===== src/rtl/uart_pkg.sv =====
// ============================================================================
// Module      : uart_pkg
// Description : Shared constants and RX state encodings for the UART block.
// Revision    : 1.0 - initial release
// ============================================================================
`default_nettype none

package uart_pkg;

    localparam int OVERSAMPLE = 16;
    localparam int MID_TICK   = 8;
    localparam int DATA_BITS  = 8;

    typedef logic [2:0] rx_state_t;

    localparam rx_state_t ST_IDLE  = 3'd0;
    localparam rx_state_t ST_START = 3'd1;
    localparam rx_state_t ST_DATA  = 3'd2;
    localparam rx_state_t ST_STOP  = 3'd3;
    localparam rx_state_t ST_BREAK = 3'd4;

endpackage

`default_nettype wire


===== src/rtl/uart_baud_tick.sv =====
// ============================================================================
// Module      : uart_baud_tick
// Description : Oversample tick generator; one-clk tick every DIVISOR clks.
// Revision    : 1.0 - initial release
// ============================================================================
`default_nettype none

module uart_baud_tick #(
    parameter int DIVISOR = 27
) (
    input  logic clk,
    input  logic rst_n,
    input  logic sync_clr,
    output logic tick
);

    localparam int                 c_cnt_w = $clog2(DIVISOR);
    localparam logic [c_cnt_w-1:0] c_last  = c_cnt_w'(DIVISOR - 1);
    localparam logic [c_cnt_w-1:0] c_one   = c_cnt_w'(1);

    logic [c_cnt_w-1:0] r_cnt;

    // sync_clr re-phases the divider so ticks line up with the frame start
    always_ff @(posedge clk or negedge rst_n) begin
        if (!rst_n) begin
            r_cnt <= '0;
        end else if (sync_clr || (r_cnt == c_last)) begin
            r_cnt <= '0;
        end else begin
            r_cnt <= r_cnt + c_one;
        end
    end

    assign tick = (r_cnt == c_last);

endmodule

`default_nettype wire


===== src/rtl/uart_rx.sv =====
// ============================================================================
// Module      : uart_rx
// Description : 16x oversampled 8N1 receiver with valid/ready byte handoff.
// Revision    : 1.0 - initial release
// ============================================================================
`default_nettype none

module uart_rx
    import uart_pkg::*;
#(
    parameter int DIVISOR = 27
) (
    input  logic       clk,
    input  logic       rst_n,
    input  logic       rx,
    output logic [7:0] data_out,
    output logic       valid,
    input  logic       ready,
    output logic       busy,
    output logic       frame_err,
    output logic       overrun,
    input  logic       clr_err
);

    localparam logic [3:0] c_mid_last = 4'(MID_TICK - 1);
    localparam logic [3:0] c_os_last  = 4'(OVERSAMPLE - 1);
    localparam logic [2:0] c_bit_last = 3'(DATA_BITS - 1);

    logic            r_sync1;
    logic            r_rx_s;
    logic            r_rx_prev;
    rx_state_t       r_state;
    logic [3:0]      r_tick_cnt;
    logic [2:0]      r_bit_idx;
    logic [7:0]      r_shift;
    logic [7:0]      r_data;
    logic            r_valid;
    logic            r_frame_err;
    logic            r_overrun;

    logic            w_fall;
    logic            w_tick;
    logic            w_sync_clr;
    logic            w_bit_end;
    logic            w_good;
    logic            w_bad;

    assign w_fall     = r_rx_prev & ~r_rx_s;
    assign w_sync_clr = (r_state == ST_IDLE) & w_fall;
    assign w_bit_end  = w_tick & (r_tick_cnt == c_os_last);
    assign w_good     = (r_state == ST_STOP) & w_bit_end & r_rx_s;
    assign w_bad      = (r_state == ST_STOP) & w_bit_end & ~r_rx_s;

    uart_baud_tick #(
        .DIVISOR (DIVISOR)
    ) u_baud_tick (
        .clk      (clk),
        .rst_n    (rst_n),
        .sync_clr (w_sync_clr),
        .tick     (w_tick)
    );

    always_ff @(posedge clk or negedge rst_n) begin
        if (!rst_n) begin
            r_sync1   <= 1'b1;
            r_rx_s    <= 1'b1;
            r_rx_prev <= 1'b1;
        end else begin
            r_sync1   <= rx;
            r_rx_s    <= r_sync1;
            r_rx_prev <= r_rx_s;
        end
    end

    always_ff @(posedge clk or negedge rst_n) begin
        if (!rst_n) begin
            r_state    <= ST_IDLE;
            r_tick_cnt <= '0;
            r_bit_idx  <= '0;
            r_shift    <= '0;
        end else begin
            case (r_state)
                ST_IDLE: begin
                    if (w_fall) begin
                        r_state    <= ST_START;
                        r_tick_cnt <= '0;
                    end
                end
                ST_START: begin
                    if (w_tick) begin
                        if (r_tick_cnt == c_mid_last) begin
                            r_tick_cnt <= '0;
                            r_bit_idx  <= '0;
                            r_state    <= r_rx_s ? ST_IDLE : ST_DATA;
                        end else begin
                            r_tick_cnt <= r_tick_cnt + 4'd1;
                        end
                    end
                end
                ST_DATA: begin
                    if (w_tick) begin
                        r_tick_cnt <= r_tick_cnt + 4'd1;
                        if (w_bit_end) begin
                            r_shift <= {r_rx_s, r_shift[7:1]};
                            if (r_bit_idx == c_bit_last) begin
                                r_state <= ST_STOP;
                            end else begin
                                r_bit_idx <= r_bit_idx + 3'd1;
                            end
                        end
                    end
                end
                ST_STOP: begin
                    if (w_tick) begin
                        r_tick_cnt <= r_tick_cnt + 4'd1;
                        if (w_bit_end) begin
                            r_state <= r_rx_s ? ST_IDLE : ST_BREAK;
                        end
                    end
                end
                ST_BREAK: begin
                    if (r_rx_s) begin
                        r_state <= ST_IDLE;
                    end
                end
                default: begin
                    r_state <= ST_IDLE;
                end
            endcase
        end
    end

    // A byte landing in the same cycle as an accept replaces the old one
    always_ff @(posedge clk or negedge rst_n) begin
        if (!rst_n) begin
            r_data      <= '0;
            r_valid     <= 1'b0;
            r_frame_err <= 1'b0;
            r_overrun   <= 1'b0;
        end else begin
            r_frame_err <= w_bad;
            if (w_good && (!r_valid || ready)) begin
                r_data  <= r_shift;
                r_valid <= 1'b1;
            end else if (r_valid && ready) begin
                r_valid <= 1'b0;
            end
            if (w_good && r_valid && !ready) begin
                r_overrun <= 1'b1;
            end else if (clr_err) begin
                r_overrun <= 1'b0;
            end
        end
    end

    assign data_out  = r_data;
    assign valid     = r_valid;
    assign busy      = (r_state != ST_IDLE);
    assign frame_err = r_frame_err;
    assign overrun   = r_overrun;

endmodule

`default_nettype wire


===== config.mk =====
export PLATFORM = sky130hd
export DESIGN_NAME = uart_rx
export DESIGN_NICKNAME = d
export VERILOG_FILES = /design/src/rtl/uart_pkg.sv /design/src/rtl/uart_baud_tick.sv /design/src/rtl/uart_rx.sv
export SDC_FILE = /design/constraint.sdc
export NUM_CORES = 1
export LEC_CHECK = 0
export ABC_AREA = 0
export BUFFER_PORTS_ARGS = -buffer_cell sky130_fd_sc_hd__clkbuf_2
export CAP_MARGIN = 10
export CORE_UTILIZATION = 58
export DETAILED_ROUTE_END_ITERATION = 6
export HOLD_SLACK_MARGIN = 0.03
export PLACE_DENSITY = 0.9
export SYNTH_ARGS = -nofsm -noshare
export SYNTH_HDL_FRONTEND = slang
export SYNTH_HIERARCHICAL = 1
export SYNTH_SLANG_ARGS = --single-unit

===== constraint.sdc =====
create_clock -name clk -period 2.42 [get_ports clk]
set_input_delay 0.242 -clock clk [delete_from_list [all_inputs] [get_ports clk]]
set_output_delay 0.242 -clock clk [all_outputs]
set_load 0.01 [all_outputs]

==> results of run 1 <==
[layer usage]
layer	part of all wire, %	vias to the layer above
met4	2.9	0
met1	43	575
met2	51	26
met5	0	-
met3	3.6	9
li1	-	540
[critical path: stages, from the launching register on]
cell	delay [ns]
dfrtp_1	0.44
inv_1	0.08
ha_1	0.13
and4b_1	0.25
nand3_2	0.15
or3_4	0.42
nor2b_2	0.11
buf_4	0.20
mux2_4	0.31
[logic make-up after synthesis]
| logic type | Yosys count |
|---|---|
| AND/OR/NAND/NOR | 39 |
| XOR/XNOR | 3 |
| multiplexers | 18 |
| adder cells (fa/ha/maj) | 5 |
| buffers and inverters | 14 |
| AO/OA/AOI/OAI | 24 |
| flip-flops | 37 |
[stage by stage]
step	hold WS, ns	setup WS (ns)	instance area, sq um
6_report	0.0742	0.227	1940
5_1_grt	0.0529	0.117	1940
4_1_cts	0.0695	0.224	1940
3_5_place_dp	0.332	0.242	1870
3_3_place_gp	0.332	0.336	1870
2_1_floorplan	-0.0536	0.301	1790
[synthesized netlist by cell type, types with 3 or more instances]
cell	count	area [sq um]
a21oi_1	5	25.0
and4_1	3	26.3
buf_6	3	33.8
clkbuf_1	3	11.3
dfrtp_1	34	851
dfstp_2	3	78.8
ha_1	5	62.6
inv_1	6	22.5
mux2_1	3	33.8
mux2_2	6	67.6
mux2_4	8	120
nand2_1	3	11.3
nand3b_1	3	22.5
nor2_1	7	26.3
nor3_1	4	20.0
nor4_4	3	63.8
o21ai_0	3	15.0
xnor2_1	3	26.3
[where the power goes]
group	switching, mW	internal [mW]	leakage, nW
Clock	0.221	0.115	0.0316
Sequential	0.0609	0.672	0.492
Combinational	0.0974	0.0940	0.389
Total	0.380	0.881	0.913
[sequential cells by signal (all words and copies together) (netlist names)]
register	flops
r_rx_s	1
valid	1
r_tick_cnt	4
u_baud_tick/r_cnt	5
r_state	3
data_out	8
r_bit_idx	3
r_sync1	1
overrun	1
frame_err	1
r_rx_prev	1
r_shift	8
[final cells by class]
cell class	instances	area (sq um)
Sequential cell	37	930
Fill cell	203	885
Clock buffer	5	37.5
Tap cell	31	38.8
Clock inverter	3	21.3
Inverter	6	22.5
Multi-Input combinational cell	89	779
Timing Repair Buffer	20	115
[worst paths after layout]
check / slack (ns) / startpoint / endpoint / cells past startpoint
hold / removal: 0.07 / clr_err / overrun / 2
setup reg to reg: 0.23 / u_baud_tick/r_cnt[0] / data_out[0] / 8
hold reg to reg: 0.38 / r_sync1 / r_rx_s / 0
max in group asynchronous: 1.33 / rst_n / data_out[0] / 2
min in group asynchronous: 0.53 / rst_n / r_bit_idx[0] / 2
setup / recovery: 0.23 / u_baud_tick/r_cnt[0] / data_out[0] / 8
[timing repair]
action	CTS	global route
resized for setup	0	0
hold buffers	2	0
endpoints found under the hold margin	35	0
==> results.yml, run 1 <==
detailed_routing:
  vias: 1150
  via_per_inst: 6.02
  drc: 1
  wl_microns: 3190
  drt_iter0_drc: 37
  wl_per_cell_microns: 16.7
  final_antenna_net_count: 0
  drt_pass1_iterations: 7
place:
  routabilityCongestion: 0.813
  io_buffer_count: 16
  placedCellCount: 181
  hpwl_microns: 2290
critical_path:
  critPathMaxFanout: 8
  crit_path_end_kind: "flop"
  critPathLaunchType: "flop"
  critPathRequiredTime_ns: 2.66
  critical_path_class: "flop to flop"
  arrival_ns: 2.43
power_and_ir_drop:
  total_power_mw: 1.26
  cellPowerDensity_mw_per_mm2: 649
  ir_drop_uv: 479
  cellLeakagePower_nw: 0.913
timing:
  fin_crit_sh_pct: 90.6
  rsz0062_at_grt: "false"
  finalCriticalPeriod_ns: 2.19
  setup_tns_ns: 0
  drv_slew: 0
  setup_viol: 0
  max_freq_mhz: 456
  finalHoldViolations: 0
  final.setup_skew_ns: 0.0133
  slew_headroom_pct: 40.8
  max_slew.worst_pin.slew_ns: 0.889
clock_network:
  numCtsBuffers: 5
  cts.clk_slew.worst_paths_ns: 0.11
  htreeDepth: 2
  clockBufferDepth: 2
  cts_setup_buffers: 0
  clock_latency_ns: 0.35
  root_buffer: "clkbuf_4"
  cts_sinks: 37
  cts_tree: "yes"
synthesis:
  syn_area_per_cell_sq_um: 12.8
  ys_async_sr_fraction_pct: 100
  syn_area_sq_mm: 0.00179
  syn_nets: 150
  synth-xor-area-share_pct: 1.47
  synth_top_family_by_area: "simple AND/OR/NAND/NOR gates"
  ys_types: 46
  seq_area_frac_synth_pct: 52.0
  synth_compound_area_share_pct: 9.24
  syn-instance-count: 140
  synthAdderAreaFrac_pct: 3.50
  synth_edf_count: 0
  synth.mux.area_fraction_pct: 12.9
  synth_seq_cells: 37
  synthSimpleGateAreaFrac_pct: 16.4
  ys_warn_count: 6
  ys.flop_type: "dfrtp_1"
floorplan:
  die_h_microns: 57.5
  rows: 19
  die_w_microns: 57.5
  coreArea_sq_mm: 0.00283
  start_util_pct: 63.2
  io-pin-count: 17
  die-area_sq_mm: 0.00331
global_route:
  grt_pass1_vias: 1168
  overflow: 0
  top_usage_layer: "met2"
  antenna_found_initial: 0
  use_met1_pct: 30.5
  gr-usage-met3_pct: 6.80
  use_met2_pct: 37.5
  grt_first_pass_wirelength_microns: 5700
  grt_max_degree: 38
  grt.total_usage_pct: 23.9
run_status:
  status: "complete, but fails checks"
  violations: "DRC"
layout:
  final_common_cell: "dfrtp_1"
  layout_common_cells: "dfrtp_1 (34), clkbuf_2 (16), mux2_4 (8)"
  num_antenna_cells: 0
  nNetsFinal: 169
  layoutNonFillerInstCount: 191
  drive_gt1_share_pct: 33.1
  fin_util_pct: 68.7
  area_growth_pct: 8.75
worst_hold_path:
  hold_class: "primary input to flop"
run:
  cap_violations: 0
Note: power is estimated with default switching activity, not from simulation.
==> run 2: changes to the inputs <==
- CORE_UTILIZATION: 58 -> 57
- SYNTH_HIERARCHICAL: 1 -> not set
==> run 2 against run 1 <==
Net effect:
- the run now ends clean
- largest cell class unchanged
- clock-buffer cell count up 1
- highest routed layer unchanged
- final cell count up 2.1%
- critical endpoint is now data_out[5]
- total power up 23%
- die area down 6.9%
- area after synthesis down 8.7%
- synthesized cell count up 0.71%
- sequential power up 12%
- wire length down 12%
- setup slack better by 0.19 ns
- register-to-register slack better by 0.19 ns
==> results.yml, run 2 <==
run_status:
  status: "complete, no violations"
floorplan:
  die_w_microns: 55.5
  rows: 19
  die-area_sq_mm: 0.00308
  die_h_microns: 55.5
  io-pin-count: 17
  coreArea_sq_mm: 0.00273
  start_util_pct: 59.7
timing:
  setup_tns_ns: 0
  max_slew.worst_pin.slew_ns: 0.862
  setup_viol: 0
  slew_headroom_pct: 42.6
  final.setup_skew_ns: 0.0127
  drv_slew: 0
  max_freq_mhz: 500
  finalHoldViolations: 0
  fin_crit_sh_pct: 82.6
  finalCriticalPeriod_ns: 2.00
  rsz0062_at_grt: "false"
detailed_routing:
  drt_pass1_iterations: 6
  via_per_inst: 5.79
  drt_iter0_drc: 53
  final_antenna_net_count: 0
  wl_microns: 2800
  vias: 1130
  met1Wirelength_microns: 1200
  met2_wirelength_microns: 1430
  wl_met3_microns: 114
  drc: 0
  routed.top_layer: "met4"
  wl_per_cell_microns: 14.4
worst_hold_path:
  hold_class: "primary input to flop"
layout:
  layoutNonFillerInstCount: 195
  fin_util_pct: 66.6
  multiInputGateArea_sq_um: 658
  nNetsFinal: 173
  num_antenna_cells: 0
  seqCellArea_sq_um: 930
  layout_common_cells: "dfrtp_1 (34), mux2_2 (16), clkbuf_2 (16)"
  final_common_cell: "dfrtp_1"
  drive_gt1_share_pct: 29.9
  area_growth_pct: 11.7
  final.fill_count: 201
global_route:
  grt.total_usage_pct: 19.9
  antenna_found_initial: 0
  grt_pass1_vias: 1102
  grt_max_degree: 38
  overflow: 0
  grt_first_pass_wirelength_microns: 4710
synthesis:
  synth.most_common_cell: "dfrtp_1"
  synth_common_cells: "dfrtp_1 (34), mux2_2 (16), nand2_1 (15)"
  synth_seq_cells: 37
  ys.flop_type: "dfrtp_1"
  syn_nets: 151
  ys_async_sr_fraction_pct: 100
  synth.area.top_cells: "dfrtp_1 (52%), mux2_2 (11%), dfstp_2 (4.8%), ha_1 (3.8%), nand2_1 (3.5%)"
  syn_area_sq_mm: 0.00163
  ys_warn_count: 0
  synth_top_area_share_pct: 52.1
  ys_types: 35
  syn_area_per_cell_sq_um: 11.6
  seq_area_frac_synth_pct: 57.0
  synth_edf_count: 0
  syn-instance-count: 141
  synth_largest_area_cell: "dfrtp_1"
power_and_ir_drop:
  cellPowerDensity_mw_per_mm2: 851
  cellLeakagePower_nw: 0.932
  ir_drop_uv: 676
critical_path:
  crit_path_end_kind: "flop"
  critPathRequiredTime_ns: 2.66
  arrival_ns: 2.24
  critPathMaxFanout: 8
  critical_path_class: "flop to flop"
  critPathLaunchType: "flop"
place:
  placedCellCount: 185
  io_buffer_count: 16
  routabilityCongestion: 0.917
  hpwl_microns: 1980
clock_network:
  cts_tree: "yes"
  clockBufferDepth: 2
  cts_sinks: 37
  htreeDepth: 2
  numCtsBuffers: 5
  clock_latency_ns: 0.35
  ctsResizeCount: 0
  cts.clk_slew.worst_paths_ns: 0.11
  root_buffer: "clkbuf_4"
run:
  cap_violations: 0
run 2: cell count changes after synthesis, sizes merged, moves of 3 or more:
cell	change
and4	-3
nand3b	-3
nand2	+11
a21oi	-3
o21ai	+6
nor2	+7
run 2: final cells by class:
| cell class | count | area share (%) |
|---|---|---|
| Tap cell | 31 | 2.13 |
| Multi-Input combinational cell | 94 | 36.1 |
| Inverter | 6 | 1.24 |
| Clock buffer | 6 | 2.82 |
| Timing Repair Buffer | 19 | 5.91 |
| Sequential cell | 37 | 51.0 |
| Clock inverter | 2 | 0.755 |
run 2: worst max-delay path, cell delays in order, from the launching register on:
cell and delay [ns]:
dfrtp_1 0.42, inv_1 0.07, ha_1 0.20, nand4b_4 0.15, nor2_1 0.22, nand4_1 0.17, nor2b_1 0.14, buf_4 0.18
mux2_2 0.34
run 2: metal layers:
layer / up-vias / global-route usage [%]
li1: 539 / -
met5: - / 0
met3: 7 / 7.26
met1: 560 / 23.5
met2: 24 / 33.7
met4: 0 / 6.43
run 2: metrics by stage:
step                cell area, sq um  total power [mW]  worst slack (ns)  hold WS (ns)
floorplan                       1630              1.10             0.630       -0.0536
global placement                1740              1.17             0.549         0.330
detailed placement              1740              1.21             0.446         0.331
CTS                             1820              1.56             0.435        0.0667
global route                    1820              1.65             0.296        0.0709
finish                          1820              1.55             0.420        0.0667
run 2: worst paths after layout:
check                                     start                    to  slack (ns)  cells past startpoint
max reg2reg                u_baud_tick.r_cnt[0]           data_out[5]        0.42                      8
min in group asynchronous                 rst_n  u_baud_tick.r_cnt[2]        0.54                      2
max                        u_baud_tick.r_cnt[0]           data_out[5]        0.42                      8
min                                     clr_err               overrun        0.07                      2
min reg2reg                             r_sync1                r_rx_s        0.36                      0
max in group asynchronous                 rst_n         r_tick_cnt[0]        1.34                      2
run 2: cell families after synthesis:
family                   Yosys count  synth area share [%]
AND/OR/NAND/NOR                   49                  16.0
flip-flops                        37                  57.0
AO/OA/AOI/OAI                     20                  7.29
multiplexers                      17                  11.7
buffers and inverters             10                  2.68
adder cells (fa/ha/maj)            5                  3.83
XOR/XNOR                           3                  1.61
run 2: timing repair:
| action | in CTS | in global routing |
|---|---|---|
| endpoints found under the hold margin | 30 | 0 |
| buffers inserted | 0 | 0 |
| hold buffers | 2 | 0 |
run 2: power by group:
group | internal [mW] | switching [mW]
combinational | 0.163 | 0.218
sequential | 0.708 | 0.115
clock | 0.142 | 0.204
total | 1.01 | 0.537
